<file path="config.mk">
export PLATFORM = sky130hd
export DESIGN_NAME = control_unit_flat
export DESIGN_NICKNAME = d
export VERILOG_FILES = /design/src/rtl/control_unit_if.sv /design/src/rtl/control_unit.sv /design/src/flat_wrapper.sv
export SDC_FILE = /design/constraint.sdc
export NUM_CORES = 1
export LEC_CHECK = 0
export CAP_MARGIN = 10
export CORE_UTILIZATION = 34
export DETAILED_ROUTE_END_ITERATION = 10
export PLACE_DENSITY = 0.8
export REMOVE_ABC_BUFFERS = 1
export SLEW_MARGIN = 20
export SYNTH_ARGS = -nofsm -noshare
export SYNTH_HDL_FRONTEND = slang
export SYNTH_SLANG_ARGS = --single-unit
</file>
<file path="constraint.sdc">
create_clock -name clock -period 2.3 [get_ports clock]
set_clock_uncertainty 0.15 [all_clocks]
set_input_delay 0.345 -clock clock [delete_from_list [all_inputs] [get_ports clock]]
set_output_delay 0.345 -clock clock [all_outputs]
set_load 0.1 [all_outputs]
</file>
<file path="src/rtl/control_unit_if.sv">
// Bundle between the multi-cycle control FSM and its datapath/memory.
// master = control unit side, slave = datapath side.
interface control_unit_if;
    logic [31:0] instr;
    logic        instrValid;
    logic        zero;
    logic        memReady;
    logic [5:0]  operation;
    logic [1:0]  ALUOp;
    logic        irWrite;
    logic        pcWrite;
    logic        regWrite;
    logic        memRead;
    logic        memWrite;
    logic [1:0]  pcSrc;
    logic        halted;
    logic        trap;
    logic [31:0] instrCount;

    modport master (
        input  instr, instrValid, zero, memReady,
        output operation, ALUOp, irWrite, pcWrite, regWrite, memRead, memWrite,
               pcSrc, halted, trap, instrCount
    );

    modport slave (
        output instr, instrValid, zero, memReady,
        input  operation, ALUOp, irWrite, pcWrite, regWrite, memRead, memWrite,
               pcSrc, halted, trap, instrCount
    );
endinterface

</file>
<file path="src/rtl/control_unit.sv">
// Multi-cycle control FSM: FETCH/DECODE/EXECUTE/MEMORY/WRITEBACK plus absorbing HALT/TRAP.
// Define INSTR_COUNT_EN to build the retired-instruction counter; otherwise instrCount is tied to 0.
module control_unit (
    input logic            clock,
    input logic            reset,
    control_unit_if.master bus
);
    typedef enum logic [2:0] {
        S_FETCH, S_DECODE, S_EXECUTE, S_MEMORY, S_WRITEBACK, S_HALT, S_TRAP
    } state_t;

    localparam logic [5:0] OP_RTYPE = 6'b000000;
    localparam logic [5:0] OP_LDI   = 6'b000001;
    localparam logic [5:0] OP_LD    = 6'b000010;
    localparam logic [5:0] OP_ST    = 6'b000011;
    localparam logic [5:0] OP_BEQ   = 6'b000100;
    localparam logic [5:0] OP_BNE   = 6'b000101;
    localparam logic [5:0] OP_JMP   = 6'b000110;
    localparam logic [5:0] OP_HALT  = 6'b111111;

    state_t     state_q, state_d;
    logic [5:0] opcode_q, opcode_d;
    logic [5:0] funct_q, funct_d;

    logic       ir_write, pc_write, reg_write, mem_read, mem_write;
    logic [1:0] pc_src;
    logic [1:0] alu_op;
    logic [5:0] alu_sel;
    logic       halted, trap, retire;

    always_ff @(posedge clock or posedge reset) begin
        if (reset) begin
            state_q  <= S_FETCH;
            opcode_q <= '0;
            funct_q  <= '0;
        end else begin
            state_q  <= state_d;
            opcode_q <= opcode_d;
            funct_q  <= funct_d;
        end
    end

    always_comb begin
        state_d   = state_q;
        opcode_d  = opcode_q;
        funct_d   = funct_q;
        ir_write  = 1'b0;
        pc_write  = 1'b0;
        reg_write = 1'b0;
        mem_read  = 1'b0;
        mem_write = 1'b0;
        pc_src    = 2'b00;
        alu_op    = 2'b00;
        alu_sel   = 6'b000000;
        halted    = 1'b0;
        trap      = 1'b0;
        retire    = 1'b0;

        // ALU controls stay stable from EXECUTE through the end of the instruction
        if (state_q inside {S_EXECUTE, S_MEMORY, S_WRITEBACK}) begin
            case (opcode_q)
                OP_RTYPE: alu_sel = funct_q;
                OP_LDI:   alu_op  = 2'b01;
                OP_LD,
                OP_ST:    alu_op  = 2'b11;
                OP_BEQ:   alu_sel = 6'b000010;
                OP_BNE: begin
                    alu_op  = 2'b10;
                    alu_sel = 6'b000010;
                end
                default: ;
            endcase
        end

        case (state_q)
            S_FETCH: begin
                if (bus.instrValid) begin
                    ir_write = 1'b1;
                    pc_write = 1'b1;
                    opcode_d = bus.instr[31:26];
                    funct_d  = bus.instr[5:0];
                    state_d  = S_DECODE;
                end
            end
            S_DECODE: begin
                case (opcode_q)
                    OP_RTYPE, OP_LDI, OP_LD, OP_ST, OP_BEQ, OP_BNE: state_d = S_EXECUTE;
                    OP_JMP: begin
                        pc_write = 1'b1;
                        pc_src   = 2'b10;
                        retire   = 1'b1;
                        state_d  = S_FETCH;
                    end
                    OP_HALT: state_d = S_HALT;
                    default: state_d = S_TRAP;
                endcase
            end
            S_EXECUTE: begin
                case (opcode_q)
                    OP_RTYPE, OP_LDI: state_d = S_WRITEBACK;
                    OP_LD, OP_ST:     state_d = S_MEMORY;
                    OP_BEQ, OP_BNE: begin
                        // branch taken is decided by the ALU flag in this same cycle
                        if (bus.zero) begin
                            pc_write = 1'b1;
                            pc_src   = 2'b01;
                        end
                        retire  = 1'b1;
                        state_d = S_FETCH;
                    end
                    default: state_d = S_TRAP;
                endcase
            end
            S_MEMORY: begin
                if (opcode_q == OP_LD) begin
                    mem_read = 1'b1;
                end else begin
                    mem_write = 1'b1;
                end
                if (bus.memReady) begin
                    if (opcode_q == OP_LD) begin
                        state_d = S_WRITEBACK;
                    end else begin
                        retire  = 1'b1;
                        state_d = S_FETCH;
                    end
                end
            end
            S_WRITEBACK: begin
                reg_write = 1'b1;
                retire    = 1'b1;
                state_d   = S_FETCH;
            end
            S_HALT:  halted = 1'b1;
            S_TRAP:  trap   = 1'b1;
            default: state_d = S_TRAP;
        endcase
    end

    // Strobes are masked by reset so a Mealy FETCH strobe cannot leak while reset is held
    assign bus.irWrite   = ir_write  & ~reset;
    assign bus.pcWrite   = pc_write  & ~reset;
    assign bus.regWrite  = reg_write & ~reset;
    assign bus.memRead   = mem_read  & ~reset;
    assign bus.memWrite  = mem_write & ~reset;
    assign bus.pcSrc     = pc_src;
    assign bus.ALUOp     = alu_op;
    assign bus.operation = alu_sel;
    assign bus.halted    = halted;
    assign bus.trap      = trap;

`ifdef INSTR_COUNT_EN
    logic [31:0] count_q, count_d;

    always_comb begin
        count_d = count_q;
        if (retire) begin
            count_d = count_q + 32'd1;
        end
    end

    always_ff @(posedge clock or posedge reset) begin
        if (reset) begin
            count_q <= '0;
        end else begin
            count_q <= count_d;
        end
    end

    assign bus.instrCount = count_q;
`else
    logic unused_retire;
    assign unused_retire  = retire;
    assign bus.instrCount = 32'd0;
`endif

    logic [19:0] unused_instr_mid;
    assign unused_instr_mid = bus.instr[25:6];
endmodule

</file>
<file path="src/flat_wrapper.sv">
// flat-port wrapper written by rule: the top's interface ports become plain ports
module control_unit_flat 
  (clock, reset, bus_instr, bus_instrValid, bus_zero, bus_memReady, bus_operation, bus_ALUOp, bus_irWrite, bus_pcWrite, bus_regWrite, bus_memRead, bus_memWrite, bus_pcSrc, bus_halted, bus_trap, bus_instrCount);
  control_unit_if bus_i ();
  input logic clock;
  input logic reset;
  input wire logic [$bits(bus_i.instr)-1:0] bus_instr;
  input wire logic [$bits(bus_i.instrValid)-1:0] bus_instrValid;
  input wire logic [$bits(bus_i.zero)-1:0] bus_zero;
  input wire logic [$bits(bus_i.memReady)-1:0] bus_memReady;
  output wire logic [$bits(bus_i.operation)-1:0] bus_operation;
  output wire logic [$bits(bus_i.ALUOp)-1:0] bus_ALUOp;
  output wire logic [$bits(bus_i.irWrite)-1:0] bus_irWrite;
  output wire logic [$bits(bus_i.pcWrite)-1:0] bus_pcWrite;
  output wire logic [$bits(bus_i.regWrite)-1:0] bus_regWrite;
  output wire logic [$bits(bus_i.memRead)-1:0] bus_memRead;
  output wire logic [$bits(bus_i.memWrite)-1:0] bus_memWrite;
  output wire logic [$bits(bus_i.pcSrc)-1:0] bus_pcSrc;
  output wire logic [$bits(bus_i.halted)-1:0] bus_halted;
  output wire logic [$bits(bus_i.trap)-1:0] bus_trap;
  output wire logic [$bits(bus_i.instrCount)-1:0] bus_instrCount;
  assign bus_i.instr = bus_instr;
  assign bus_i.instrValid = bus_instrValid;
  assign bus_i.zero = bus_zero;
  assign bus_i.memReady = bus_memReady;
  assign bus_operation = bus_i.operation;
  assign bus_ALUOp = bus_i.ALUOp;
  assign bus_irWrite = bus_i.irWrite;
  assign bus_pcWrite = bus_i.pcWrite;
  assign bus_regWrite = bus_i.regWrite;
  assign bus_memRead = bus_i.memRead;
  assign bus_memWrite = bus_i.memWrite;
  assign bus_pcSrc = bus_i.pcSrc;
  assign bus_halted = bus_i.halted;
  assign bus_trap = bus_i.trap;
  assign bus_instrCount = bus_i.instrCount;
  control_unit u_core (.clock(clock), .reset(reset), .bus(bus_i));
endmodule
</file>
# ---- Yosys cells after proc, flatten, opt, wreduce, memory -nomap -nowiden
# Index checks and enable logic that the tools add are counted.
dict set report word_totals {
  ff_bits 15
  output_inout_bits 49
  wordCells 62
}
dict set report op_classes {
  eq_ne 15
  muxes 27
  reduce_logical 10
  n_bitwise 7
}
# op n
set op_table {}
lappend op_table {{$eq 6x3->1 const B} 3}
lappend op_table {{$pmux 3 s3} 2}
lappend op_table {{$pmux 3 s6} 1}
lappend op_table {{$mux 1} 13}
lappend op_table {{$eq 6x2->1 const B} 2}
lappend op_table {{$pmux 6 s2} 1}
lappend op_table {{$eq 3x3->1 const B} 3}
lappend op_table {{$mux 3} 3}
lappend op_table {{$reduce_or 2->1} 4}
lappend op_table {{$eq 3x2->1 const B} 2}
lappend op_table {{$eq 6x1->1 const B} 1}
lappend op_table {{$eq 6x6->1 const B} 1}
lappend op_table {{$logic_not 6->1} 1}
lappend op_table {{$mux 2} 3}
lappend op_table {{$mux 6} 1}
lappend op_table {{$pmux 2 s3} 1}
lappend op_table {{$reduce_or 6->1} 1}
lappend op_table {{$and 1x1->1} 5}
lappend op_table {{$ne 2x2->1 const B} 2}
lappend op_table {{$pmux 2 s2} 1}
lappend op_table {{$eq 3x1->1 const B} 1}
lappend op_table {{$logic_not 3->1} 1}
lappend op_table {{$pmux 1 s3} 1}
lappend op_table {{$reduce_and 3->1} 1}
lappend op_table {{other kinds (3)} 4}

# ---- Longest topological paths before layout
dict set report depth {
  word_depth 5
  depth_mapped 5
  ltp_nobuf 4
}

# ---- Worst setup path after synthesis
# OpenSTA, ideal clock, no wires.
dict set report synth_path {
  path_type {flip-flop to output port}
  startpoint {register u_core.state_q[2]}
  endpoint {output bus_regWrite}
  slack_ns -1.710
  arrival_time_ns 3.515
  path_buffers 1
  required_time_ns 1.805
  stages_incl_launch_ff 4
  cell_sequence {dfrtp_1 -> buf_2 -> inv_1 -> nor4_1}
}
dict set report synth_between {
  elab_chain_cells 3
}
# element line
set synth_lines {}
lappend synth_lines {{start: declaration} control_unit.sv:21} ;# state_t state_q, state_d;
lappend synth_lines {{start signal: assignment} control_unit.sv:37} ;# state_q <= state_d;
lappend synth_lines {{$eq 3x3->1} control_unit.sv:75} ;# case (state_q)
lappend synth_lines {{$mux 1} control_unit.sv:75}
lappend synth_lines {{$and 1x1->1} control_unit.sv:143} ;# assign bus.regWrite = reg_write & ~reset;
lappend synth_lines {{end: declaration} flat_wrapper.sv:15} ;# output wire logic [$bits(bus_i.regWrite)-1:0] bus_regWrite;
# No other way between the ends.

# ---- Final worst setup path
dict set report layout_path {
  startpoint {register u_core.opcode_q[5]}
  endpoint {output bus_pcWrite}
}
dict set report layout_between {
  elab_chain_cells 5
  elab_cells_between_ends 8
  classes_between {eq/ne (3); mux (3); bitwise (1); reduce/logical (1)}
}
# element line
set layout_lines {}
lappend layout_lines {{start: declaration} control_unit.sv:22} ;# logic [5:0] opcode_q, opcode_d;
lappend layout_lines {{start signal: assignment} control_unit.sv:38} ;# opcode_q <= opcode_d;
lappend layout_lines {{$eq 6x3->1} control_unit.sv:99} ;# case (opcode_q)
lappend layout_lines {{$reduce_or 2->1 (no line)} --}
lappend layout_lines {{$mux 1} control_unit.sv:99}
lappend layout_lines {{$pmux 1 s3 (*)} control_unit.sv:75}
lappend layout_lines {{$and 1x1->1 (*)} control_unit.sv:142} ;# assign bus.pcWrite = pc_write & ~reset;
lappend layout_lines {{end: declaration} flat_wrapper.sv:14} ;# output wire logic [$bits(bus_i.pcWrite)-1:0] bus_pcWrite;
# Every way passes the cells marked *; elsewhere a longest branch is shown, timed or not.

==> flow_summary.toml <==
[status]
outcome = "finished with violations"
violations = "setup timing"

[clock_tree]
clockRootBuffer = "clkbuf_4"
cts_tree = "yes"
clk_pin_slew_ps = 90
clk_path_buf_depth = 2
ctsHoldBuffers = 0
clk_latency_ps = 290
h-tree-depth = 1
cts_made_buffers = 3
cts_num_sinks = 15

[cells_and_area]
antennaDiodeCount = 0
instances_no_fill = 215
fill_cells = 284
nNetsFinal = 209
layout_common_cells = "32 x conb_1, 17 x buf_12, 16 x clkdlybuf4s50_1"
area_growth_pct = 51.0
layout_commonest_cell = "conb_1"
drive_gt1_frac = 0.380

[pwr]
p_leak_nw = 0.762
p_comb_frac = 0.658
power_density_nw_per_um2 = 1150
p_seq_frac = 0.269
intPower_mw = 0.936
peakVddDrop_mv = 0.586
p_switching_mw = 1.08
switching_share = 0.536
p_clk_frac = 0.072

[logic_synthesis]
syn_inst = 129
netlist_area_sq_um = 1160
yosys_warnings = 0
ys_types = 35
syn_avg_cell_area_sq_um = 9.03
ys.flop_type = "dfrtp_1"
synth_edf_count = 0
ys_top_cells_by_area = "dfrtp_1 32%, buf_4 21%, mux2_2 7.7%"
ys_async_sr_fraction = 1.00
seq_area_frac_synth = 0.322
yosys.area.top_type = "dfrtp_1"
synth_seq_cells = 15
yosysTopAreaCellShare = 0.322

[timing]
worst_pin_slew_ps = 538
timing.slew.headroom = 0.641
post-route-period-util = 1.03
finalSetupViolCount = 1
period_minus_slack_ps = 2370
finalHoldViolCount = 0
fin_ws_ps = -65.9
fmaxAchievable_ghz = 0.423
fin_hold_ws_ps = 345
drv_slew = 0
grt_setup_unrepaired = "true"

[floorplanning]
die-area_sq_um = 3660
core-area_sq_um = 3150
pin_count = 86
die_h_um = 60.5
fp-row-count = 20
start_util = 0.369
fp.dieW_um = 60.5

[place]
gp_congestion = 0.844
dp_cells = 207
port_buffers = 33
dp_hpwl_um = 1840

[setup_path]
cp_data_arrival_time_ps = 1870
path_max_fanout = 4
worstSetupStartpointType = "flop"
cp-end-kind = "output pin"
critPathKind = "flop to output pin"
required_ps = 1800

[hold_path]
hold_class = "flop to flop"

[routing]
dr.pass1.iters = 4
vias = 960
routedWlPerCell_um = 11.2
antenna_left = 0
drcViolationCount = 0
wl_um = 2400
first_iter_violations = 13
vias_per_cell = 4.47

[global_routing]
grt_max_degree = 16
grt_pass1_vias = 851
grt_antenna_before_repair = 0
track_usage = 0.132
grt_pass1_wl_um = 3680
overflow = 0

[job]
maxCapViolCount = 0
## through the flow
step / total power, mW / TNS [ps] / area [sq um] / utilization / setup WS (ps)
after floorplan: 1.39 / -12150 / 1010 / - / -1710
after global placement: 1.73 / 0 / 1630 / 0.517 / 178
after detailed placement: 1.75 / 0 / 1630 / 0.517 / 182
after CTS: 1.94 / -259 / 1700 / 0.540 / -81.4
after global routing: 2.14 / -572 / 1760 / 0.558 / -153
final: 2.02 / -65.9 / 1760 / 0.558 / -65.9
## cells in the mapped netlist, types with 2 or more instances
cell      number
nor3b_1        2
o21ai_0        3
mux2_2         8
nor3_1         7
dfrtp_1       15
and2_1         6
nor3_2         3
inv_1          4
buf_4         33
clkbuf_1       3
nor2_1         5
mux2_1         3
a21oi_1        4
buf_2          3
nand2_1        6
nand2b_1       2
nor2b_1        3
nor4_1         2
## worst max-delay path, cell delays in order (launching register included)
cell	delay, ps
dfrtp_2	450
or3_4	380
nor3_4	140
nor3b_4	220
o311a_1	210
buf_12	180
## cell families (layout without fill, tap and decap cells)
| group | after synthesis | after routing | synth area share |
|---|---|---|---|
| and+or+nand+nor | 43 | 43 | 0.227 |
| muxes | 11 | 11 | 0.106 |
| DFF | 15 | 15 | 0.322 |
| AOI/OAI and AO/OA | 16 | 16 | 0.0935 |
| other | 1 | 32 | 0.00322 |
| buffers and inverters | 43 | 54 | 0.248 |
## registers in the layout (all words and copies together), names as in the netlist
register	count
u_core.funct_q	6
u_core.state_q	3
u_core.opcode_q	6
## power groups by stage
stage               clock, mW  sequential [mW]  combinational, mW
finish                  0.146            0.544               1.33
floorplan                   0            0.541              0.846
global route            0.165            0.565               1.41
global placement            0            0.520               1.21
detailed placement          0            0.528               1.22
CTS                     0.150            0.525               1.26
## timing repair
action / CTS / global route
endpoints found under the hold margin: 0 / 0
pin swaps: 2 / 5
setup buffers: 3 / 1
setup endpoints to repair: 8 / 13
resized for setup: 7 / 12
## cell type report
cell class,instances,area (sq um),share of cell area
Clock buffer,3,22.5,0.0128
Inverter,4,15.0,0.00853
Clock inverter,1,5.00,0.00284
Sequential cell,15,378,0.215
Multi-Input combinational cell,102,686,0.390
Timing Repair Buffer,46,598,0.340
Tap cell,44,55.1,0.0313
## final timing paths
| path | slack (ps) | cells after the start | from | end |
|---|---|---|---|---|
| setup reg to reg | 480 | 5 | u_core.state_q[1] | u_core.opcode_q[1] |
| min in group asynchronous | 440 | 2 | reset | u_core.opcode_q[0] |
| max in group asynchronous | 1170 | 2 | reset | u_core.opcode_q[5] |
| hold / removal | 340 | 1 | u_core.funct_q[1] | u_core.funct_q[1] |
| hold reg to reg | 340 | 1 | u_core.funct_q[1] | u_core.funct_q[1] |
| setup / recovery | -70 | 5 | u_core.opcode_q[5] | bus_pcWrite |
## layer usage
layer | up-vias | share of wire | GRT usage
li1 | 468 | - | -
met1 | 446 | 0.39 | 0.167
met2 | 39 | 0.54 | 0.223
met3 | 7 | 0.050 | 0.0192
met4 | 0 | 0.020 | 0.0584
met5 | - | 0 | 0
No activity file was read; power rests on OpenSTA's default activity.
